**src/rtl/mem_arb_pkg.sv**
```systemverilog
// mem_arb_pkg: shared state encoding, grant codes and defaults for the memory bus arbiter
package mem_arb_pkg;
  typedef enum logic [1:0] {IDLE, BUSY0, BUSY1} state_e;
  localparam logic [1:0] GNT_NONE = 2'b00;
  localparam logic [1:0] GNT_M0 = 2'b01;
  localparam logic [1:0] GNT_M1 = 2'b10;
  localparam int DEF_TIMEOUT = 1024;
  localparam logic [31:0] DEF_ERR_RDATA = 32'hDEAD_BEEF;
endpackage

```
**src/rtl/mem_arb_watchdog.sv**
```systemverilog
// mem_arb_watchdog: counts stalled busy cycles and flags expiry at TIMEOUT-1; TIMEOUT=0 never expires
module mem_arb_watchdog import mem_arb_pkg::*; #(
  parameter int TIMEOUT = DEF_TIMEOUT,
  parameter int W = 1
) (
  input  logic clk,
  input  logic reset,
  input  logic clr,
  input  logic en,
  output logic expire
);
  logic [W-1:0] cnt_q, cnt_d;
  always_comb cnt_d = clr ? '0 : en ? cnt_q + W'(1) : cnt_q;
  always_ff @(posedge clk) cnt_q <= reset ? '0 : cnt_d;
  assign expire = (TIMEOUT != 0) && en && (cnt_q == W'(TIMEOUT - 1));
endmodule

```
**src/rtl/mem_bus_arbiter.sv**
```systemverilog
// mem_bus_arbiter: two-master native memory bus arbiter with watchdog termination of hung accesses
module mem_bus_arbiter import mem_arb_pkg::*; #(
  parameter bit FIXED_PRIO = 1'b0,
  parameter int TIMEOUT = DEF_TIMEOUT,
  parameter logic [31:0] ERR_RDATA = DEF_ERR_RDATA
) (
  input  logic        clk,
  input  logic        reset,
  input  logic        m0_valid,
  input  logic        m0_instr,
  input  logic [31:0] m0_addr,
  input  logic [31:0] m0_wdata,
  input  logic [3:0]  m0_wstrb,
  output logic        m0_ready,
  output logic [31:0] m0_rdata,
  input  logic        m1_valid,
  input  logic        m1_instr,
  input  logic [31:0] m1_addr,
  input  logic [31:0] m1_wdata,
  input  logic [3:0]  m1_wstrb,
  output logic        m1_ready,
  output logic [31:0] m1_rdata,
  output logic        s_valid,
  output logic        s_instr,
  output logic [31:0] s_addr,
  output logic [31:0] s_wdata,
  output logic [3:0]  s_wstrb,
  input  logic        s_ready,
  input  logic [31:0] s_rdata,
  output logic [1:0]  grant,
  output logic        bus_err,
  output logic        err_master,
  output logic [31:0] err_addr,
  output logic [7:0]  err_count
);
  localparam int WD = (TIMEOUT < 1) ? 1 : $clog2(TIMEOUT + 1);
  state_e state_q, state_d;
  logic last_q, last_d, err_master_q, err_master_d;
  logic [31:0] err_addr_q, err_addr_d;
  logic [7:0] err_count_q, err_count_d;
  logic busy0, busy1, act, mv, wd_en, expire;
  // Gating with reset forces every bus-facing output to 0 while reset is held.
  assign busy0 = !reset && (state_q == BUSY0);
  assign busy1 = !reset && (state_q == BUSY1);
  assign act = busy0 || busy1;
  assign mv = busy0 ? m0_valid : busy1 && m1_valid;
  assign wd_en = act && mv && !s_ready;
  mem_arb_watchdog #(.TIMEOUT(TIMEOUT), .W(WD)) u_wd (
    .clk(clk), .reset(reset), .clr(!wd_en || expire), .en(wd_en), .expire(expire)
  );
  assign s_valid = act && mv && !expire;
  assign s_instr = busy0 ? m0_instr : busy1 && m1_instr;
  assign s_addr = busy0 ? m0_addr : busy1 ? m1_addr : '0;
  assign s_wdata = busy0 ? m0_wdata : busy1 ? m1_wdata : '0;
  assign s_wstrb = busy0 ? m0_wstrb : busy1 ? m1_wstrb : '0;
  assign m0_ready = busy0 && m0_valid && (s_ready || expire);
  assign m1_ready = busy1 && m1_valid && (s_ready || expire);
  assign m0_rdata = !busy0 ? '0 : expire ? ERR_RDATA : s_rdata;
  assign m1_rdata = !busy1 ? '0 : expire ? ERR_RDATA : s_rdata;
  assign grant = busy0 ? GNT_M0 : busy1 ? GNT_M1 : GNT_NONE;
  assign bus_err = expire;
  assign err_master = err_master_q;
  assign err_addr = err_addr_q;
  assign err_count = err_count_q;
  always_comb begin
    state_d = state_q;
    last_d = last_q;
    err_master_d = err_master_q;
    err_addr_d = err_addr_q;
    err_count_d = err_count_q;
    if (state_q == IDLE)
      state_d = (m0_valid && m1_valid) ? ((FIXED_PRIO || last_q) ? BUSY0 : BUSY1) :
                m0_valid ? BUSY0 : m1_valid ? BUSY1 : IDLE;
    else if (!mv || s_ready || expire) begin
      state_d = IDLE;
      last_d = mv ? busy1 : last_q;
    end
    if (expire) begin
      err_master_d = busy1;
      err_addr_d = busy1 ? m1_addr : m0_addr;
      err_count_d = (&err_count_q) ? err_count_q : err_count_q + 8'd1;
    end
  end
  always_ff @(posedge clk) begin
    if (reset) begin
      state_q <= IDLE;
      last_q <= 1'b1;
      err_master_q <= 1'b0;
      err_addr_q <= '0;
      err_count_q <= '0;
    end else begin
      state_q <= state_d;
      last_q <= last_d;
      err_master_q <= err_master_d;
      err_addr_q <= err_addr_d;
      err_count_q <= err_count_d;
    end
  end
endmodule

```
**config.mk**
```make
export PLATFORM = sky130hd
export DESIGN_NAME = mem_bus_arbiter
export DESIGN_NICKNAME = d
export VERILOG_FILES = /design/src/rtl/mem_arb_pkg.sv /design/src/rtl/mem_arb_watchdog.sv /design/src/rtl/mem_bus_arbiter.sv
export SDC_FILE = /design/constraint.sdc
export NUM_CORES = 1
export LEC_CHECK = 0
export BUFFER_PORTS_ARGS = -buffer_cell sky130_fd_sc_hd__buf_4
export CORE_AREA = 10 10 131 133
export DETAILED_ROUTE_END_ITERATION = 10
export DIE_AREA = 0 0 141 143
export PLACE_DENSITY_LB_ADDON = 0.15
export SYNTH_ARGS = -nofsm -noshare
export SYNTH_HDL_FRONTEND = slang
export SYNTH_SLANG_ARGS = --single-unit
```
**constraint.sdc**
```tcl
create_clock -name clk -period 5.75 [get_ports clk]
set_input_delay 1.4375 -clock clk [delete_from_list [all_inputs] [get_ports clk]]
set_output_delay 1.4375 -clock clk [all_outputs]
set_load 0.1 [all_outputs]
```
==> flow_metrics.tcl, run 1 <==
set metrics [dict create \
    cts_tree "built" \
    cts.sinks 55 \
    yosys-mux-area-fraction_pct 9.16 \
    routed_wl_mm 21.4 \
    dieArea_um2 20200 \
    setup.worst_path.end "m0_rdata[6]" \
    leakage_nw 3.10 \
    io_pins 355 \
    cts_inserted_buffers 5 \
    fmax_ghz 0.197 \
    vias 5052 \
    syn_avg_cell_area_um2 8.53 \
    tns_ns 0 \
    clock_skew_ns 0.00897 \
    seq_area_frac_synth_pct 28.5 \
    status "finished clean" \
    cts_hold_buf 0 \
    detail-route-antenna-nets 0 \
    powerDensity_nw_per_um2 174 \
    via_per_inst 5.29 \
    die_w_um 141 \
    pre_cts_ws_ns 0.718 \
    ys_seq_elements 55 \
    cts_setup_buffers 0 \
    synth_top_area_cell "dfxtp_1" \
    finalWorstSetupSlack_ns 0.682 \
    reg2reg_depth 7 \
    drive_above_1_share_pct 49.4 \
    ir_drop_uv 115 \
    place.gp.congestion 0.985 \
    coreArea_um2 14400 \
    place_hpwl_mm 17.8 \
    cap_violations 0 \
    yosysUniqueCellTypes 47 \
    ys.flop_type "dfxtp_1" \
    yosys-top-cells-area "dfxtp_1, a22o_1, o21a_1, mux2i_1, a211oi_1" \
    clk_pin_slew_ns 0.07 \
    grt_overflow 0 \
    crit_fanout 52 \
    io_buffers 354 \
    slew_violations 0 \
    fin_util_pct 47.1 \
    grt_pass1_vias 4966 \
    tightestPinTransition_ns 0.676 \
    diodes 0 \
    cp-end-kind "output pin" \
    reg2reg_from "u_wd.cnt_q[1]" \
    fin_nets 947 \
    synthArstFlopShare_pct 0 \
    grt_max_degree 79 \
    grtUsageTotal_pct 19.4 \
    synthToLayoutAreaGrowth_pct 75.6 \
    yosys.area_share.adder_pct 0.647 \
    reg2reg_slack_ns 3.22 \
    first_pass_iters 4 \
    initial_core_util_pct 26.8 \
    wl_per_cell_um 22.4 \
    cts_max_path_buffers 2 \
    worst_ep_required_time_ns 4.31 \
    num_rows 44 \
    drc 0 \
    fill_cells 1435 \
    syn_area_um2 3870 \
    synth_top_family_by_area "compound AO/OA/AOI/OAI gates" \
    grt_setup_unrepaired "false" \
    htreeDepth 2 \
    grt_pass1_wl_mm 31.1 \
    clockRootBuffer "clkbuf_16" \
    die_h_um 143 \
    synth-compound-area-share_pct 41.1 \
    finalCritPeriodShare_pct 88.1 \
    worstSetupPathType "input port to output pin" \
    insertion_delay_ns 0.29 \
    synth_xor_area_share_pct 0.906 \
    antenna_found_initial 0 \
    cts-resized-gates 0 \
    startpoint_type "input port" \
    netlist_instances 453 \
    hp-class "flip-flop to flip-flop" \
    yosysWarnings 0 \
    synth_edf_count 0 \
    slew_headroom_pct 54.5 \
    drt_iter0_drc 230 \
    synth.net_count 630 \
    hold_viol 0 \
    r2r-end "err_addr[17]" \
    crit_path_start "reset" \
    synth_top_cell_area_share_pct 28.5 \
    synthSimpleGateAreaFrac_pct 13.4 \
    finalSetupViolCount 0 \
    cp.arrival_ns 3.63 \
    min_period_ns 5.07 \
]
==> cells in the mapped netlist (all sizes together), types with 3 or more instances <==
cell,number
a22o,69
dfxtp,55
o21a,48
a21oi,44
a211oi,35
clkbuf,33
mux2i,32
buf,20
and3,19
nor2,15
nand3,8
nand2,6
inv,5
nor4,5
nand4b,4
nor2b,4
o21ai,4
or3,4
xnor2,4
and2,3
mux2,3
nor3,3
o31ai,3
or4,3
==> placed cells by master, fill, tap and decap left out, types with 4 or more instances in the layout <==
master / instances
a211oi_1: 35
a21oi_1: 43
a22o_1: 69
and3_1: 19
buf_4: 362
clkbuf_16: 5
dfxtp_1: 55
inv_1: 4
mux2i_1: 32
nand2_1: 6
nand3_1: 8
nand4b_1: 4
nor2_1: 15
nor2b_1: 4
nor4_1: 4
o21a_1: 48
o21ai_0: 4
or3_1: 4
xnor2_1: 4
==> worst max-delay path, stage by stage <==
cell       delay, ns
buf_4           0.27
nand4bb_1       0.46
a21oi_4         0.25
nand2_1         0.10
inv_2           0.22
buf_4           0.39
o21a_1          0.18
buf_4           0.29
==> metal layers <==
metal / global-route usage (%) / up-vias / routed length [um] / share of wire [%]
met4: 5.22 / 0 / 453 / 2.1
met3: 6.14 / 23 / 1660 / 7.8
met1: 20.9 / 2404 / 7730 / 36
li1: - / 2397 / - / -
met2: 35.7 / 228 / 11600 / 54
met5: 0 / - / 0 / 0
==> power breakdown <==
group,internal (W),switching [W],total [W]
registers,0.000382,0.00000314,0.000385
clock network,0.000174,0.000137,0.000311
logic,0.000151,0.000336,0.000487
==> area by class of cell <==
cell class	instances	area, um^2	share of cell area, %
clock buffer	6	139	2.05
multi-input combinational	340	2550	37.5
timing repair buffer	363	2740	40.3
tap	184	230	3.39
sequential	55	1100	16.2
inverter	5	18.8	0.276
clock inverter	2	16.3	0.240
==> metrics by stage <==
stage / cell area, um^2 / cells / hold slack (ns) / power, W
floorplan: 3870 / 453 / 0.441 / 0.000706
global placement: 6630 / 947 / 0.456 / 0.000879
detailed placement: 6630 / 947 / 0.464 / 0.000882
CTS: 6790 / 955 / 0.480 / 0.00119
global route: 6790 / 955 / 0.540 / 0.00123
finish: 6790 / 955 / 0.480 / 0.00118
==> cell families (layout without fill, tap and decap cells) <==
| group | after synthesis | after routing |
|---|---|---|
| xor+xnor | 4 | 4 |
| simple gates | 85 | 85 |
| fa+ha+maj | 2 | 2 |
| flops | 55 | 55 |
| compound gates | 214 | 214 |
| mux | 35 | 35 |
| buf+inv | 58 | 376 |
==> worst min path at each step <==
stage	start	to	slack, ns	depth (start not counted)
4_1_cts	u_wd.cnt_q[0]	u_wd.cnt_q[0]	0.48	1
6_report	u_wd.cnt_q[0]	u_wd.cnt_q[0]	0.48	1
5_1_grt	u_wd.cnt_q[0]	u_wd.cnt_q[0]	0.54	1
3_5_place_dp	u_wd.cnt_q[0]	u_wd.cnt_q[0]	0.46	1
2_1_floorplan	u_wd.cnt_q[0]	u_wd.cnt_q[0]	0.44	1
3_3_place_gp	u_wd.cnt_q[0]	u_wd.cnt_q[0]	0.46	1
==> sequential cells by signal, indices dropped and copies added (netlist names) <==
signal,count
u_wd.cnt_q,11
last_q,1
err_addr,32
err_master,1
err_count,8
state_q,2
Power figures use the tool's default switching activity.
==> run 2, diff against run 1 <==
- CTS_BUF_LIST: unset -> sky130_fd_sc_hd__clkbuf_16
==> run 2 against run 1 <==
  * Die area did not move
  * Clock skew fell by 0.00091 ns
  * Clock power fell by 5%
  * Largest cell class unchanged
==> flow_metrics.tcl, run 2 (synthesized netlist as in run 1, its figures left out) <==
set metrics [dict create \
    status "finished clean" \
    ir_drop_uv 114 \
    fin_area_um2 6780 \
    insertion_delay_ns 0.29 \
    diodes 0 \
    leakage_nw 3.10 \
    cp-end-kind "output pin" \
    cts_hold_buf 0 \
    cts_inserted_buffers 5 \
    fin_total_pwr_w 0.00117 \
    cts-resized-gates 0 \
    placed_area_um2 6630 \
    coreArea_um2 14400 \
    finalWorstSetupSlack_ns 0.672 \
    grt_overflow 0 \
    reg2reg_slack_ns 3.27 \
    num_rows 44 \
    worst_ep_required_time_ns 4.31 \
    reg2reg_depth 7 \
    grtUsageTotal_pct 19.4 \
    worstSetupPathType "input port to output pin" \
    clock_skew_ns 0.00806 \
    slew_violations 0 \
    startpoint_type "input port" \
    routed_wl_mm 21.4 \
    final_cell_mix "buf_4, a22o_1, dfxtp_1" \
    cts.sinks 55 \
    grt_pass1_wl_mm 31.1 \
    holdWs_ns 0.481 \
    cp.arrival_ns 3.64 \
    wl_per_cell_um 22.4 \
    crit_fanout 52 \
    io_pins 355 \
    hold_viol 0 \
    p_comb_share_pct 41.6 \
    cap_violations 0 \
    p_sw_share_pct 40.7 \
    p_int_w 0.000694 \
    largest_reg_flops 32 \
    pwr-share-seq_pct 33.0 \
    drive_above_1_share_pct 49.3 \
    hp-class "flip-flop to flip-flop" \
    r2r-end "err_addr[20]" \
    die_h_um 143 \
    clk_pin_slew_ns 0.07 \
    crit_path_start "reset" \
    min_period_ns 5.08 \
    grt_pass1_vias 4953 \
    pre_cts_ws_ns 0.718 \
    grt_setup_unrepaired "false" \
    via_per_inst 5.26 \
    fmax_ghz 0.197 \
    place.gp.congestion 0.985 \
    final_common_cell "buf_4" \
    grt_max_degree 79 \
    cts_tree "built" \
    die_w_um 141 \
    clockRootBuffer "clkbuf_16" \
    tightestPinTransition_ns 0.632 \
    detail-route-antenna-nets 0 \
    htreeDepth 2 \
    antenna_found_initial 0 \
    finalSetupViolCount 0 \
    place_hpwl_mm 17.8 \
    drc 0 \
    hp-start "u_wd.cnt_q[0]" \
    finalCritPeriodShare_pct 88.3 \
    vias 5025 \
    pwr-share-clk_pct 25.4 \
    setup.worst_path.end "m0_rdata[6]" \
    dieArea_um2 20200 \
    powerDensity_nw_per_um2 173 \
    drt_iter0_drc 324 \
    reg2reg_from "u_wd.cnt_q[0]" \
    initial_core_util_pct 26.8 \
    tns_ns 0 \
    cts_max_path_buffers 2 \
    synthToLayoutAreaGrowth_pct 75.3 \
    slew_headroom_pct 57.5 \
    cts_setup_buffers 0 \
    fin_nets 947 \
    power.switching_w 0.000476 \
    first_pass_iters 5 \
    io_buffers 354 \
]
==> run 2: cell types whose count changed in the layout (fill, tap and decap cells not counted), sizes merged <==
cell / delta
clkbuf: -1
clkinv: +1
==> run 2: worst min-delay path by stage <==
stage / to / cells past startpoint
2_1_floorplan: u_wd.cnt_q[0] / 1
3_3_place_gp: u_wd.cnt_q[0] / 1
3_5_place_dp: u_wd.cnt_q[0] / 1
4_1_cts: u_wd.cnt_q[0] / 1
5_1_grt: u_wd.cnt_q[0] / 1
6_report: u_wd.cnt_q[0] / 1
==> run 2: layout make-up <==
type / count / area, um^2
Tap cell: 184 / 230
Multi-Input combinational cell: 340 / 2550
Inverter: 5 / 18.8
Fill cell: 1434 / 7640
Clock inverter: 3 / 20.0
Clock buffer: 5 / 125
Sequential cell: 55 / 1100
Timing Repair Buffer: 363 / 2740
==> run 2: metrics by stage <==
step           util, %  std cells
4_1_cts           47.0        955
5_1_grt           47.0        955
6_report          47.0        955
3_3_place_gp      46.0        947
3_5_place_dp      46.0        947
2_1_floorplan        -        453
==> run 2: worst max-delay path, cell delays in order <==
cell and delay [ns]:
buf_4 0.27, nand4bb_1 0.47, a21oi_4 0.25, nand2_1 0.10, inv_2 0.21, buf_4 0.39, o21a_1 0.18, buf_4 0.29
==> run 2: layer usage <==
| layer | vias to the layer above | share of wire, % | GRT usage (%) |
|---|---|---|---|
| met5 | - | 0 | 0 |
| met4 | 0 | 2.1 | 4.73 |
| met3 | 23 | 7.3 | 6.33 |
| met2 | 207 | 54 | 35.6 |
| met1 | 2389 | 36 | 20.9 |
| li1 | 2406 | - | - |
==> run 2: power groups by stage <==
stage	Clock [W]	Sequential (W)	Combinational (W)
after floorplan	0	0.000392	0.000314
after global placement	0	0.000394	0.000485
after detailed placement	0	0.000394	0.000488
after CTS	0.000306	0.000385	0.000489
after global routing	0.000328	0.000386	0.000504
final	0.000297	0.000385	0.000487
==> run 3, diff against run 2 <==
- BUFFER_PORTS_ARGS: -buffer_cell sky130_fd_sc_hd__buf_4 -> unset
- CORE_AREA: 10 10 131 133 -> 10 10 128 130
- DIE_AREA: 0 0 141 143 -> 0 0 138 140
- DONT_BUFFER_PORTS: unset -> 1
- GPL_TIMING_DRIVEN: unset -> 0
- clock period: 5.75 -> 4.5 ns (I/O delays scaled with it)
==> run 3 against run 2 <==
  * Worst hold slack better by 0.0086 ns
  * First-iteration DRC count is 29% lower
  * Critical path type unchanged
  * Count of clock-buffer cells in the layout stayed put
  * Sequential cell count stayed put
  * Sequential power is 28% higher
  * Clock power is 28% higher
  * Clock skew is 0.0014 ns lower
  * Worst setup slack worse by 0.59 ns
  * Via count is 22% lower
  * Critical endpoint is now m1_rdata[10]
  * Highest routed layer unchanged
==> flow_metrics.tcl, run 3 (synthesized netlist as in run 1, its figures left out) <==
set metrics [dict create \
    finalSetupViolCount 0 \
    place.gp.congestion 0.891 \
    fin_nets 637 \
    htreeDepth 2 \
    cp-end-kind "output pin" \
    fin_area_um2 4630 \
    final_cell_mix "a22o_2, dfxtp_1, a21oi_1" \
    clk_pin_slew_ns 0.07 \
    ir_drop_uv 149 \
    crit_family "compound AO/OA/AOI/OAI gates" \
    die_h_um 140 \
    cp_cell_sequence "nand4bb_1 -> a21oi_4 -> nand2_1 -> inv_2 -> buf_2 -> o21a_2" \
    vias 3933 \
    placed_area_um2 4100 \
    tightestPinTransition_ns 1.13 \
    clock_skew_ns 0.00664 \
    startpoint_type "input port" \
    routed_wl_mm 20.4 \
    first_pass_iters 5 \
    grt_setup_unrepaired "true" \
    clockRootBuffer "clkbuf_16" \
    wl_per_cell_um 31.8 \
    worst_ep_required_time_ns 3.38 \
    place_hpwl_mm 17.0 \
    cp.arrival_ns 3.30 \
    cts_inserted_buffers 5 \
    crit_fanout 10 \
    initial_core_util_pct 28.1 \
    grt_pass1_vias 4009 \
    io_pins 355 \
    coreArea_um2 13800 \
    grt_overflow 0 \
    antenna_found_initial 0 \
    grt_max_degree 17 \
    slew_violations 0 \
    worstSetupPathType "input port to output pin" \
    largest_reg_flops 32 \
    io_buffers 0 \
    cts_hold_buf 0 \
    cp_num_cells 6 \
    via_per_inst 6.14 \
    hold_viol 0 \
    cts_max_path_buffers 2 \
    dp.cells 633 \
    slowest_delay_ns 0.52 \
    cap_violations 0 \
    drc 0 \
    die_w_um 138 \
    final_common_cell "a22o_2" \
    synthToLayoutAreaGrowth_pct 19.6 \
    leakage_nw 1.50 \
    grtUsageTotal_pct 18.7 \
    insertion_delay_ns 0.29 \
    cts_setup_buffers 0 \
    cts_tree "built" \
    path_buf_inv 2 \
    cpMaxStageDelayCell "o21a_2" \
    detail-route-antenna-nets 0 \
    drive_above_1_share_pct 35.1 \
    drt_iter0_drc 231 \
    reg2reg_depth 6 \
    min_period_ns 4.42 \
    slew_headroom_pct 24.5 \
    powerDensity_nw_per_um2 287 \
    status "finished clean" \
    finalCritPeriodShare_pct 98.3 \
    grt_pass1_wl_mm 28.7 \
    num_rows 43 \
    diodes 0 \
    finalNonFillerCells 641 \
    hp-class "flip-flop to flip-flop" \
    fmax_ghz 0.226 \
    hold_depth 1 \
    dieArea_um2 19300 \
    cts.sinks 55 \
]
## run 3: stage by stage
stage | setup slack (ns) | util, % | hold slack (ns) | total power, W | TNS (ns)
floorplan | 0.0702 | - | 0.441 | 0.000902 | 0
global placement | -0.581 | 29.7 | 0.464 | 0.000944 | -12.89
detailed placement | -0.630 | 29.8 | 0.466 | 0.000945 | -19.99
CTS | -0.144 | 32.2 | 0.484 | 0.00134 | -0.427
global route | -0.0832 | 33.6 | 0.539 | 0.00137 | -0.396
finish | 0.0779 | 33.6 | 0.489 | 0.00133 | 0
## run 3: repair_timing
item / CTS / global route
pin swaps: 0 / 0
setup endpoints to repair: 111 / 59
resized for setup: 118 / 43
## run 3: worst reg2reg max path, delay by kind of cell, from the launching register on
kind	cells	cell delay, ns
buffers and inverters	1	0.22
DFF	1	1.03
muxes	1	0.34
adders and majority gates	1	0.36
and+or+nand+nor	3	0.68
## run 3: report_power, final
part	internal (W)	switching, W	total, W
combinational	0.0000661	0.000394	0.000460
sequential	0.000489	0.00000218	0.000491
clock	0.000204	0.000175	0.000379
## run 3: per-layer routing
| layer | vias to the layer above | wire (um) | GRT usage [%] |
|---|---|---|---|
| li1 | 1778 | - | - |
| met5 | - | 0 | 0 |
| met1 | 1927 | 7670 | 20.5 |
| met3 | 24 | 1590 | 5.85 |
| met2 | 204 | 10600 | 33.8 |
| met4 | 0 | 545 | 5.44 |
## run 3: path summary, 6_finish.rpt
kind         slack [ns]       endpoint     startpoint
max reg2reg        1.77   err_count[3]   err_count[0]
min                0.49  u_wd.cnt_q[0]  u_wd.cnt_q[0]
min reg2reg        0.49  u_wd.cnt_q[0]  u_wd.cnt_q[0]
max                0.08   m1_rdata[10]          reset
## run 3: area by class of cell
class | instances | area [um^2]
clock buffers | 5 | 125
inverters | 5 | 18.8
multi-input cells | 340 | 2900
fillers | 1474 | 9150
clock inverters | 3 | 16.3
well taps | 180 | 225
flip-flops and latches | 55 | 1100
plain buffers | 53 | 235
